==> config.mk <==
export PLATFORM = sky130hd
export DESIGN_NAME = dram_cycle_arb_flat
export DESIGN_NICKNAME = d
export VERILOG_FILES = /design/src/rtl/dram_cycle_arb_pkg.sv /design/src/rtl/dram_cycle_arb_if.sv /design/src/rtl/dram_phase_gen.sv /design/src/rtl/dram_cycle_arb.sv /design/src/flat_wrapper.sv
export SDC_FILE = /design/constraint.sdc
export NUM_CORES = 1
export LEC_CHECK = 0
export ABC_AREA = 1
export CAP_MARGIN = 20
export CORE_ASPECT_RATIO = 1.1
export CORE_MARGIN = 2
export CORE_UTILIZATION = 40
export DETAILED_ROUTE_END_ITERATION = 16
export PLACE_DENSITY = 0.82
export SYNTH_ARGS = -nofsm -noshare
export SYNTH_HDL_FRONTEND = slang
export SYNTH_SLANG_ARGS = --single-unit
==> constraint.sdc <==
create_clock -name fclk -period 1.7 [get_ports fclk]
set_input_delay 0.17 -clock fclk [delete_from_list [all_inputs] [get_ports fclk]]
set_output_delay 0.17 -clock fclk [all_outputs]
set_load 0.005 [all_outputs]
==> src/rtl/dram_cycle_arb_pkg.sv <==
// Shared constants for the DRAM cycle arbiter: cycle owner codes and phase encodings.
package dram_cycle_arb_pkg;

  typedef enum logic [1:0] {
    CYC_IDLE = 2'b00,
    CYC_VID  = 2'b01,
    CYC_CPU  = 2'b10
  } cyc_t;

  typedef enum logic [1:0] {
    PH_CBEG      = 2'd0,
    PH_POST_CBEG = 2'd1,
    PH_PRE_CEND  = 2'd2,
    PH_CEND      = 2'd3
  } ph_t;

  function automatic ph_t ph_inc(input ph_t p);
    logic [1:0] raw;
    raw = p + 2'd1;
    return ph_t'(raw);
  endfunction

endpackage

==> src/rtl/dram_cycle_arb_if.sv <==
// Bus between the DRAM cycle arbiter (slave) and its clients / DRAM mux (master).
interface dram_cycle_arb_if #(
  parameter int AW = 21
);
  logic          cbeg;
  logic          post_cbeg;
  logic          pre_cend;
  logic          cend;
  logic          vid_req;
  logic [AW-1:0] vid_addr;
  logic          vid_strobe;
  logic          cpu_req;
  logic          cpu_rnw;
  logic [AW-1:0] cpu_addr;
  logic          cpu_next;
  logic          cpu_strobe;
  logic [1:0]    cyc_type;
  logic [AW-1:0] dram_addr;
  logic          dram_we;

  modport master (
    output vid_req, vid_addr, cpu_req, cpu_rnw, cpu_addr,
    input  cbeg, post_cbeg, pre_cend, cend, vid_strobe, cpu_next, cpu_strobe,
           cyc_type, dram_addr, dram_we
  );

  modport slave (
    input  vid_req, vid_addr, cpu_req, cpu_rnw, cpu_addr,
    output cbeg, post_cbeg, pre_cend, cend, vid_strobe, cpu_next, cpu_strobe,
           cyc_type, dram_addr, dram_we
  );
endinterface

==> src/rtl/dram_phase_gen.sv <==
// Free-running 4-phase counter with one-hot phase strobes; strobes are held low during reset.
module dram_phase_gen
  import dram_cycle_arb_pkg::*;
(
  input  logic clk,
  input  logic srst,
  output logic cbeg,
  output logic post_cbeg,
  output logic pre_cend,
  output logic cend
);

  ph_t        ph_reg;
  ph_t        ph_next;
  logic [3:0] strb;

  always_comb begin
    ph_next = ph_inc(ph_reg);
  end

  always_ff @(posedge clk) begin
    if (srst) begin
      ph_reg <= PH_CBEG;
    end else begin
      ph_reg <= ph_next;
    end
  end

  for (genvar gi = 0; gi < 4; gi++) begin : g_strb
    assign strb[gi] = ~srst & (ph_reg == 2'(gi));
  end

  assign cbeg      = strb[PH_CBEG];
  assign post_cbeg = strb[PH_POST_CBEG];
  assign pre_cend  = strb[PH_PRE_CEND];
  assign cend      = strb[PH_CEND];

endmodule

==> src/rtl/dram_cycle_arb.sv <==
// DRAM cycle arbiter: video-first allocation of each 4-fclk cycle, address mux and CPU handshake.
// Optional CPU starvation guard enabled by defining ARB_STARVE_GUARD_EN.
module dram_cycle_arb
  import dram_cycle_arb_pkg::*;
#(
  parameter int AW          = 21,
  parameter int VID_MAX_RUN = 7
) (
  input  logic              fclk,
  input  logic              rst,
  dram_cycle_arb_if.slave   bus
);

  if (VID_MAX_RUN < 1 || VID_MAX_RUN > 15) begin : g_bad_run
    $error("VID_MAX_RUN must be in 1..15");
  end

  logic          cbeg;
  logic          post_cbeg;
  logic          pre_cend;
  logic          cend;
  logic          cpu_win;
  logic          vid_win;
  cyc_t          type_reg;
  cyc_t          type_next;
  logic [AW-1:0] addr_reg;
  logic [AW-1:0] addr_next;
  logic          we_reg;
  logic          we_next;

  dram_phase_gen u_phase (
    .clk       (fclk),
    .srst      (rst),
    .cbeg      (cbeg),
    .post_cbeg (post_cbeg),
    .pre_cend  (pre_cend),
    .cend      (cend)
  );

`ifdef ARB_STARVE_GUARD_EN
  logic [3:0] run_reg;
  logic [3:0] run_next;
  logic       starve;

  // Once video has run VID_MAX_RUN cycles past a waiting CPU, the CPU takes the next one.
  assign starve  = (run_reg == 4'(VID_MAX_RUN));
  assign cpu_win = bus.cpu_req & (~bus.vid_req | starve);

  always_comb begin
    run_next = run_reg;
    if (cend) begin
      if (cpu_win || !bus.cpu_req) begin
        run_next = 4'd0;
      end else if (vid_win) begin
        run_next = run_reg + 4'd1;
      end
    end
  end

  always_ff @(posedge fclk) begin
    if (rst) begin
      run_reg <= 4'd0;
    end else begin
      run_reg <= run_next;
    end
  end
`else
  assign cpu_win = bus.cpu_req & ~bus.vid_req;
`endif

  assign vid_win = bus.vid_req & ~cpu_win;

  // Owner is chosen in the cend fclk and takes effect from the following cbeg.
  always_comb begin
    type_next = type_reg;
    addr_next = addr_reg;
    we_next   = we_reg;
    if (cend) begin
      if (vid_win) begin
        type_next = CYC_VID;
        addr_next = bus.vid_addr;
        we_next   = 1'b0;
      end else if (cpu_win) begin
        type_next = CYC_CPU;
        addr_next = bus.cpu_addr;
        we_next   = ~bus.cpu_rnw;
      end else begin
        type_next = CYC_IDLE;
        we_next   = 1'b0;
      end
    end
  end

  always_ff @(posedge fclk) begin
    if (rst) begin
      type_reg <= CYC_IDLE;
      addr_reg <= '0;
      we_reg   <= 1'b0;
    end else begin
      type_reg <= type_next;
      addr_reg <= addr_next;
      we_reg   <= we_next;
    end
  end

  assign bus.cbeg       = cbeg;
  assign bus.post_cbeg  = post_cbeg;
  assign bus.pre_cend   = pre_cend;
  assign bus.cend       = cend;
  assign bus.cpu_next   = cend & cpu_win;
  assign bus.vid_strobe = cend & (type_reg == CYC_VID);
  assign bus.cpu_strobe = cend & (type_reg == CYC_CPU);
  assign bus.cyc_type   = type_reg;
  assign bus.dram_addr  = addr_reg;
  assign bus.dram_we    = we_reg;

endmodule

==> src/flat_wrapper.sv <==
// flat-port wrapper written by rule: the top's interface ports become plain ports
module dram_cycle_arb_flat import dram_cycle_arb_pkg::*;
#(
  parameter int AW          = 21,
  parameter int VID_MAX_RUN = 7
)
  (fclk, rst, bus_vid_req, bus_vid_addr, bus_cpu_req, bus_cpu_rnw, bus_cpu_addr, bus_cbeg, bus_post_cbeg, bus_pre_cend, bus_cend, bus_vid_strobe, bus_cpu_next, bus_cpu_strobe, bus_cyc_type, bus_dram_addr, bus_dram_we);
  dram_cycle_arb_if #(.AW(AW)) bus_i ();
  input  logic fclk;
  input  logic rst;
  input wire logic [$bits(bus_i.vid_req)-1:0] bus_vid_req;
  input wire logic [$bits(bus_i.vid_addr)-1:0] bus_vid_addr;
  input wire logic [$bits(bus_i.cpu_req)-1:0] bus_cpu_req;
  input wire logic [$bits(bus_i.cpu_rnw)-1:0] bus_cpu_rnw;
  input wire logic [$bits(bus_i.cpu_addr)-1:0] bus_cpu_addr;
  output wire logic [$bits(bus_i.cbeg)-1:0] bus_cbeg;
  output wire logic [$bits(bus_i.post_cbeg)-1:0] bus_post_cbeg;
  output wire logic [$bits(bus_i.pre_cend)-1:0] bus_pre_cend;
  output wire logic [$bits(bus_i.cend)-1:0] bus_cend;
  output wire logic [$bits(bus_i.vid_strobe)-1:0] bus_vid_strobe;
  output wire logic [$bits(bus_i.cpu_next)-1:0] bus_cpu_next;
  output wire logic [$bits(bus_i.cpu_strobe)-1:0] bus_cpu_strobe;
  output wire logic [$bits(bus_i.cyc_type)-1:0] bus_cyc_type;
  output wire logic [$bits(bus_i.dram_addr)-1:0] bus_dram_addr;
  output wire logic [$bits(bus_i.dram_we)-1:0] bus_dram_we;
  assign bus_i.vid_req = bus_vid_req;
  assign bus_i.vid_addr = bus_vid_addr;
  assign bus_i.cpu_req = bus_cpu_req;
  assign bus_i.cpu_rnw = bus_cpu_rnw;
  assign bus_i.cpu_addr = bus_cpu_addr;
  assign bus_cbeg = bus_i.cbeg;
  assign bus_post_cbeg = bus_i.post_cbeg;
  assign bus_pre_cend = bus_i.pre_cend;
  assign bus_cend = bus_i.cend;
  assign bus_vid_strobe = bus_i.vid_strobe;
  assign bus_cpu_next = bus_i.cpu_next;
  assign bus_cpu_strobe = bus_i.cpu_strobe;
  assign bus_cyc_type = bus_i.cyc_type;
  assign bus_dram_addr = bus_i.dram_addr;
  assign bus_dram_we = bus_i.dram_we;
  dram_cycle_arb #(.AW(AW), .VID_MAX_RUN(VID_MAX_RUN)) u_core (.fclk(fclk), .rst(rst), .bus(bus_i));
endmodule
==> metrics.md, run 1 <==
| Metric | Value |
|---|---|
| Status | `finished clean` |
| Drt pass-1 iters | `4` |
| Crit path DAT | `1420 ps` |
| Latest clock arrival within the worst-skew pair | `310 ps` |
| Synth Instances | `238` |
| DR vias | `1,537` |
| Synthesized area | `1420 µm²` |
| RSZ-0062 raised after global routing | `true` |
| Fmax | `628 MHz` |
| Final WL | `3450 µm` |
| Total of max-cap violations | `0` |
| Antenna cell count | `0` |
| #FFs+latches synth | `26` |
| Largest register FFs | `21` |
| Total congestion overflow | `0` |
| Post-layout min period | `1590 ps` |
| Max_slew headroom | `73.1%` |
| Hold bufs inserted after CTS | `0` |
| Avg Inst Size Synth | `5.98 µm²` |
| CTS buffer count | `3` |
| Vias per inst | `4.22` |
| CP Class | `reg2out` |
| Die width | `60.9 µm` |
| Gr usage total | `17.3%` |
| Register area share after synthesis | `36.6%` |
| Port bufs | `77` |
| Wire per inst | `9.48 µm` |
| Vias in the first global route | `1,409` |
| Crit path required time | `1530 ps` |
| Hold/Removal Path Class | `in2reg` |
| Core region area | `3360 µm²` |
| Die Ht | `66.5 µm` |
| Io pins | `78` |
| Worst vdd ir | `314 µV` |
| Crit-path max FO | `4` |
| Clock-pin transition on the worst setup and hold timing paths | `130 ps` |
| DRT antenna net count | `0` |
| Setup violation total in the final timing report | `0` |
| CP Capture Type | `primary output` |
| Starting utilization of the core area | `42.4%` |
| H-tree levels | `1` |
| Layout cell share with drive strength beyond 1 | `6.01%` |
| FF-to-FF path depth | `8` |
| Post-DP HPWL | `2640 µm` |
| Synth Net Count | `289` |
| Pin count of the biggest net entering global routing | `43` |
| Fillcell total | `321` |
| Number of remaining DRC errors | `0` |
| Setup crit start kind | `flop` |
| Fin nets | `369` |
| Dpl cell area | `2210 µm²` |
| YS warnings | `0` |
| Detailed Route Iter0 Violations | `63` |
| Fin Clk Skew | `3.18 ps` |
| Synth unique cells | `15` |
| Pins Over Slew Limit | `0` |
| Site row count | `22` |
| Overall die area | `4050 µm²` |
| Final Cycle Share | `93.7%` |
| Clock sinks | `26` |
| Hold Path Cell Cnt | `2` |
| Cell Pwr Density | `526 nW/µm²` |
| TritonCTS clock tree | `built` |
| Largest buffer count on any clock path | `2` |
| Initial antenna violation count | `0` |
| Root buf cell | `clkbuf_4` |
| Power consumption | `1.18 mW` |
| Worst slew pin tran | `403 ps` |
| Routability-driven placement congestion ratio | `0.731` |
| Area Growth Syn to Fin | `58.0%` |
| Final hold vios | `0` |
| Post-route cell area | `2250 µm²` |
| Pleak | `1.18 nW` |
| First-pass GRT wire length | `5490 µm` |
[cell type report]
| class | count | area (µm²) | share of cell area (%) |
|---|---|---|---|
| inverters | 35 | 131 | 5.84 |
| repair buffers | 85 | 820 | 36.4 |
| well taps | 48 | 60.1 | 2.67 |
| multi-input cells | 167 | 692 | 30.8 |
| clock buffers | 3 | 22.5 | 1.00 |
| flip-flops and latches | 26 | 523 | 23.3 |
[worst max-delay path: stages, from the launching register on]
cell and delay [ps]:
dfxtp_2 350, ha_1 150, inv_2 60, nor2_4 130, inv_1 80, nor3_1 130, clkdlybuf4s15_1 220
[synth_stat cells]
master,n,share of area [%]
buf_4,1,0.53
dfxtp_1,26,37
nand2_4,1,0.79
buf_2,4,1.4
o22ai_1,1,0.44
nor2_4,1,0.79
inv_1,34,9.0
nand3_1,2,0.70
inv_2,1,0.26
nor3_1,2,0.70
ha_1,4,3.5
buf_6,5,4.0
o21ai_0,2,0.70
nand2_1,107,28
nor2_1,47,12
[logic make-up (layout without fill, tap and decap cells)]
group	count (synthesis)	after routing	synth area share [%]
buffers and inverters	45	123	15.1
flip-flops	26	26	36.6
adder cells (fa/ha/maj)	4	4	3.52
AO/OA/AOI/OAI	3	3	1.14
AND/OR/NAND/NOR	160	160	43.6
[routing by layer]
metal | up-vias | track usage (%) | part of all wire (%)
met2 | 55 | 32.5 | 45
met1 | 645 | 19.1 | 44
li1 | 835 | - | -
met5 | - | 0 | 0
met3 | 2 | 3.88 | 10
met4 | 0 | 4.08 | 0.55
[cells in the final DEF (no fill, tap or decap)]
cell	Yosys	layout
clkdlybuf4s15_1	0	1
nand2_4	1	1
nand3_2	0	1
nand2_1	107	107
buf_4	1	8
dfxtp_2	0	2
dfxtp_1	26	24
nand3_1	2	1
clkbuf_2	0	1
inv_1	34	33
ha_1	4	4
nor2_1	47	47
nor3_1	2	2
dlygate4sd2_1	0	5
clkdlybuf4s50_1	0	70
o22ai_1	1	1
clkbuf_4	0	3
nor2_4	1	1
inv_2	1	2
o21ai_0	2	2
[what timing repair did]
item	in CTS	in global routing
buffers inserted	2	0
endpoints found under the setup margin	5	2
pin swaps	1	0
resized for setup	11	3
[final timing paths]
check / from / to / slack (ps)
worst max-delay path: u_core.u_phase.ph_reg[0] / bus_vid_strobe / 110
worst min-delay path: bus_cpu_rnw / u_core.bus.dram_we / 430
worst max register to register: u_core.u_phase.ph_reg[0] / u_core.bus.dram_addr[17] / 260
worst min register to register: u_core.bus.dram_we / u_core.bus.dram_we / 510
[metrics by stage]
stage               cells  TNS [ps]  hold WS, ps  util [%]  setup slack, ps
floorplan             238         0          241         -              517
global placement      359         0          438      65.9             36.2
detailed placement    359         0          446      65.9             8.96
CTS                   364         0          426      67.0             68.3
global route          364     -30.7          456      67.0            -30.7
finish                364         0          431      67.0              107
[power breakdown]
part / internal (mW) / switching [mW] / total [mW] / leakage, nW
logic: 0.174 / 0.116 / 0.291 / 0.957
registers: 0.630 / 0.00986 / 0.640 / 0.211
clock network: 0.0827 / 0.169 / 0.251 / 0.0138
(Power assumes the default switching activity.)
==> run 2: changes to the inputs <==
--- a/config.mk
+++ b/config.mk
@@ -10,6 +10,7 @@
 export CORE_ASPECT_RATIO = 1.1
 export CORE_MARGIN = 2
 export CORE_UTILIZATION = 40
+export CTS_BUF_LIST = sky130_fd_sc_hd__clkbuf_16
 export DETAILED_ROUTE_END_ITERATION = 16
 export PLACE_DENSITY = 0.82
 export SYNTH_ARGS = -nofsm -noshare
==> metrics.md, run 2 (synthesis results as in run 1) <==
| Metric | Value |
|---|---|
| Setup violation total in the final timing report | `0 (unchanged)` |
| FF-to-FF End | `u_core.bus.dram_addr[17] (unchanged)` |
| Final hold vios | `0 (unchanged)` |
| Routability-driven placement congestion ratio | `0.731 (unchanged)` |
| Crit path DAT | `1430 ps (was 1420 ps)` |
| Worst slew pin tran | `403 ps (about the same)` |
| Final Cycle Share | `94.2% (was 93.7%)` |
| Total congestion overflow | `0 (unchanged)` |
| DR top layer | `met4 (unchanged)` |
| Most frequent cells in the layout | `107 x nand2_1, 71 x clkdlybuf4s50_1, 47 x nor2_1 (was 107 x nand2_1, 70 x clkdlybuf4s50_1, 47 x nor2_1)` |
| Pin count of the biggest net entering global routing | `43 (unchanged)` |
| Worst vdd ir | `499 µV (was 314 µV)` |
| Hold Path Cell Cnt | `2 (unchanged)` |
| Starting utilization of the core area | `42.4% (unchanged)` |
| Fin nets | `369 (unchanged)` |
| Die width | `60.9 µm (unchanged)` |
| CTS buffer count | `3 (unchanged)` |
| Vias per inst | `4.26 (was 4.22)` |
| RSZ-0062 raised after global routing | `false (was true)` |
| FF-to-FF path depth | `8 (unchanged)` |
| DRT antenna net count | `0 (unchanged)` |
| P_int | `1.12 mW (was 887 µW)` |
| Latest clock arrival within the worst-skew pair | `250 ps (was 310 ps)` |
| Flop pwr share | `44.7% (was 54.1%)` |
| Post-layout min period | `1600 ps (was 1590 ps)` |
| Pins Over Slew Limit | `0 (unchanged)` |
| DR vias | `1,551 (was 1,537)` |
| Met3 Wirelength | `360 µm (was 359 µm)` |
| Crit-path max FO | `4 (unchanged)` |
| Switch Pwr | `317 µW (was 295 µW)` |
| Hold Path Origin | `bus_cpu_rnw (unchanged)` |
| Total of max-cap violations | `0 (unchanged)` |
| WL met1 | `1520 µm (was 1530 µm)` |
| Die Ht | `66.5 µm (unchanged)` |
| First-pass GRT wire length | `5460 µm (was 5490 µm)` |
| Switch share | `22.1% (was 25.0%)` |
| Final core utilization | `68.7% (was 67.0%)` |
| Largest stage delay, worst path | `510 ps (was 350 ps)` |
| Power consumption | `1.43 mW (was 1.18 mW)` |
| Root buf cell | `clkbuf_16 (was clkbuf_4)` |
| Layout cell share with drive strength beyond 1 | `5.70% (was 6.01%)` |
| Detailed Route Iter0 Violations | `58 (was 63)` |
| Hold Crit Endpoint | `u_core.bus.dram_we (unchanged)` |
| Worst setup path startpoint | `u_core.u_phase.ph_reg[0] (unchanged)` |
| Hold Worst Slack | `500 ps (was 431 ps)` |
| Worst r2r src | `u_core.u_phase.ph_reg[0] (unchanged)` |
| Clock sinks | `26 (unchanged)` |
| Vias in the first global route | `1,392 (was 1,409)` |
| Antenna cell count | `0 (unchanged)` |
| Final WL | `3460 µm (was 3450 µm)` |
| Commonest non-fill, non-tap cell in the layout | `nand2_1 (unchanged)` |
| CP Class | `reg2out (unchanged)` |
| Port bufs | `77 (unchanged)` |
| Fmax | `624 MHz (was 628 MHz)` |
| Clock-pin transition on the worst setup and hold timing paths | `60 ps (was 130 ps)` |
| Area Growth Syn to Fin | `62.3% (was 58.0%)` |
| Initial antenna violation count | `0 (unchanged)` |
| Routed met2 length | `1570 µm (was 1550 µm)` |
| Site row count | `22 (unchanged)` |
| Drt pass-1 iters | `3 (was 4)` |
| Number of remaining DRC errors | `0 (unchanged)` |
| Largest buffer count on any clock path | `2 (unchanged)` |
| Crit path required time | `1530 ps (about the same)` |
| CP Capture Type | `primary output (unchanged)` |
| Largest register FFs | `21 (unchanged)` |
| Critical path cell sequence | `ha_1 -> inv_2 -> nor2_4 -> clkdlybuf4s50_1 (was ha_1 -> inv_2 -> nor2_4 -> inv_1 -> nor3_1 -> clkdlybuf4s15_1)` |
| Setup TNS | `0 ps (unchanged)` |
| H-tree levels | `1 (unchanged)` |
| Clk pwr share | `34.9% (was 21.3%)` |
| Setup crit start kind | `flop (unchanged)` |
| Slowest cell on crit path | `clkdlybuf4s50_1 (was dfxtp_2)` |
| Max_slew headroom | `73.1% (about the same)` |
| Fin Clk Skew | `1.82 ps (was 3.18 ps)` |
| Wire per inst | `9.51 µm (was 9.48 µm)` |
| Overall die area | `4050 µm² (unchanged)` |
| Hold/Removal Path Class | `in2reg (unchanged)` |
| Pleak | `1.22 nW (was 1.18 nW)` |
| Gr usage total | `17.1% (was 17.3%)` |
| R2R setup slack | `260 ps (about the same)` |
| Io pins | `78 (unchanged)` |
| Status | `finished clean (unchanged)` |
| TritonCTS clock tree | `built (unchanged)` |
| Cell Pwr Density | `621 nW/µm² (was 526 nW/µm²)` |
| Comb power frac | `20.4% (was 24.6%)` |
| Core region area | `3360 µm² (unchanged)` |
| Post-DP HPWL | `2640 µm (unchanged)` |
-- run 2: changes by cell type in the layout (fill, tap and decap cells not counted), sizes merged --
cell,delta
clkbuf,-1
clkdlybuf4s15,-1
clkdlybuf4s50,+1
dlymetal6s2s,+1
-- run 2: worst max path at each step --
stage	end	slack (ps)	cells after the start
after floorplan	u_core.bus.dram_addr[10]	520	7
after global placement	bus_cpu_strobe	40	5
after detailed placement	bus_cpu_strobe	9	5
after CTS	bus_post_cbeg	9	6
after global routing	bus_cend	30	4
final	bus_cend	100	4
-- run 2: power groups by stage --
stage | clock network [mW] | logic (mW) | registers (mW)
final | 0.501 | 0.292 | 0.640
after global routing | 0.548 | 0.326 | 0.642
after CTS | 0.515 | 0.296 | 0.640
after detailed placement | 0 | 0.289 | 0.654
after global placement | 0 | 0.284 | 0.653
after floorplan | 0 | 0.117 | 0.655
-- run 2: timing repair --
item,in CTS,in global routing
pin swaps,1,0
buffers inserted,2,0
gates cloned,0,0
gates resized for setup,9,1
hold buffers,0,0
setup endpoints to repair,3,1
-- run 2: worst max-delay path: cells and delay by family, from the launching register on --
kind / cells / cell delay, ps
buffers and inverters: 2 / 570
adder cells (fa/ha/maj): 1 / 150
AND/OR/NAND/NOR: 1 / 130
flip-flops: 1 / 330
-- run 2: area by class of cell --
| type | count | area (µm²) |
|---|---|---|
| multi-input combinational | 167 | 692 |
| inverter | 35 | 131 |
| sequential | 26 | 523 |
| timing repair buffer | 85 | 827 |
| clock buffer | 3 | 75.1 |
| fill | 313 | 1050 |
| tap | 48 | 60.1 |
-- run 2: metrics by stage --
stage                     setup WS, ps  std cells  cell area, µm²
after floorplan                    517        238            1420
after global placement            36.2        359            2210
after detailed placement          8.96        359            2210
after CTS                         9.42        364            2310
after global routing              25.4        364            2310
final                             98.2        364            2310
-- run 2: routing by layer --
metal / vias to the layer above / track usage [%]
met4: 0 / 3.26
met3: 2 / 3.88
met1: 661 / 19.2
met2: 53 / 32.3
li1: 835 / -
met5: - / 0
==> run 3: changes to the inputs <==
--- a/config.mk
+++ b/config.mk
@@ -11,8 +11,10 @@
 export CORE_MARGIN = 2
 export CORE_UTILIZATION = 40
 export CTS_BUF_LIST = sky130_fd_sc_hd__clkbuf_16
+export CTS_CLUSTER_SIZE = 30
 export DETAILED_ROUTE_END_ITERATION = 16
 export PLACE_DENSITY = 0.82
+export SLEW_MARGIN = 5
 export SYNTH_ARGS = -nofsm -noshare
 export SYNTH_HDL_FRONTEND = slang
 export SYNTH_SLANG_ARGS = --single-unit
==> results of run 3 <==
Same layout as run 2: the final DEF is identical, and so are final timing and power.
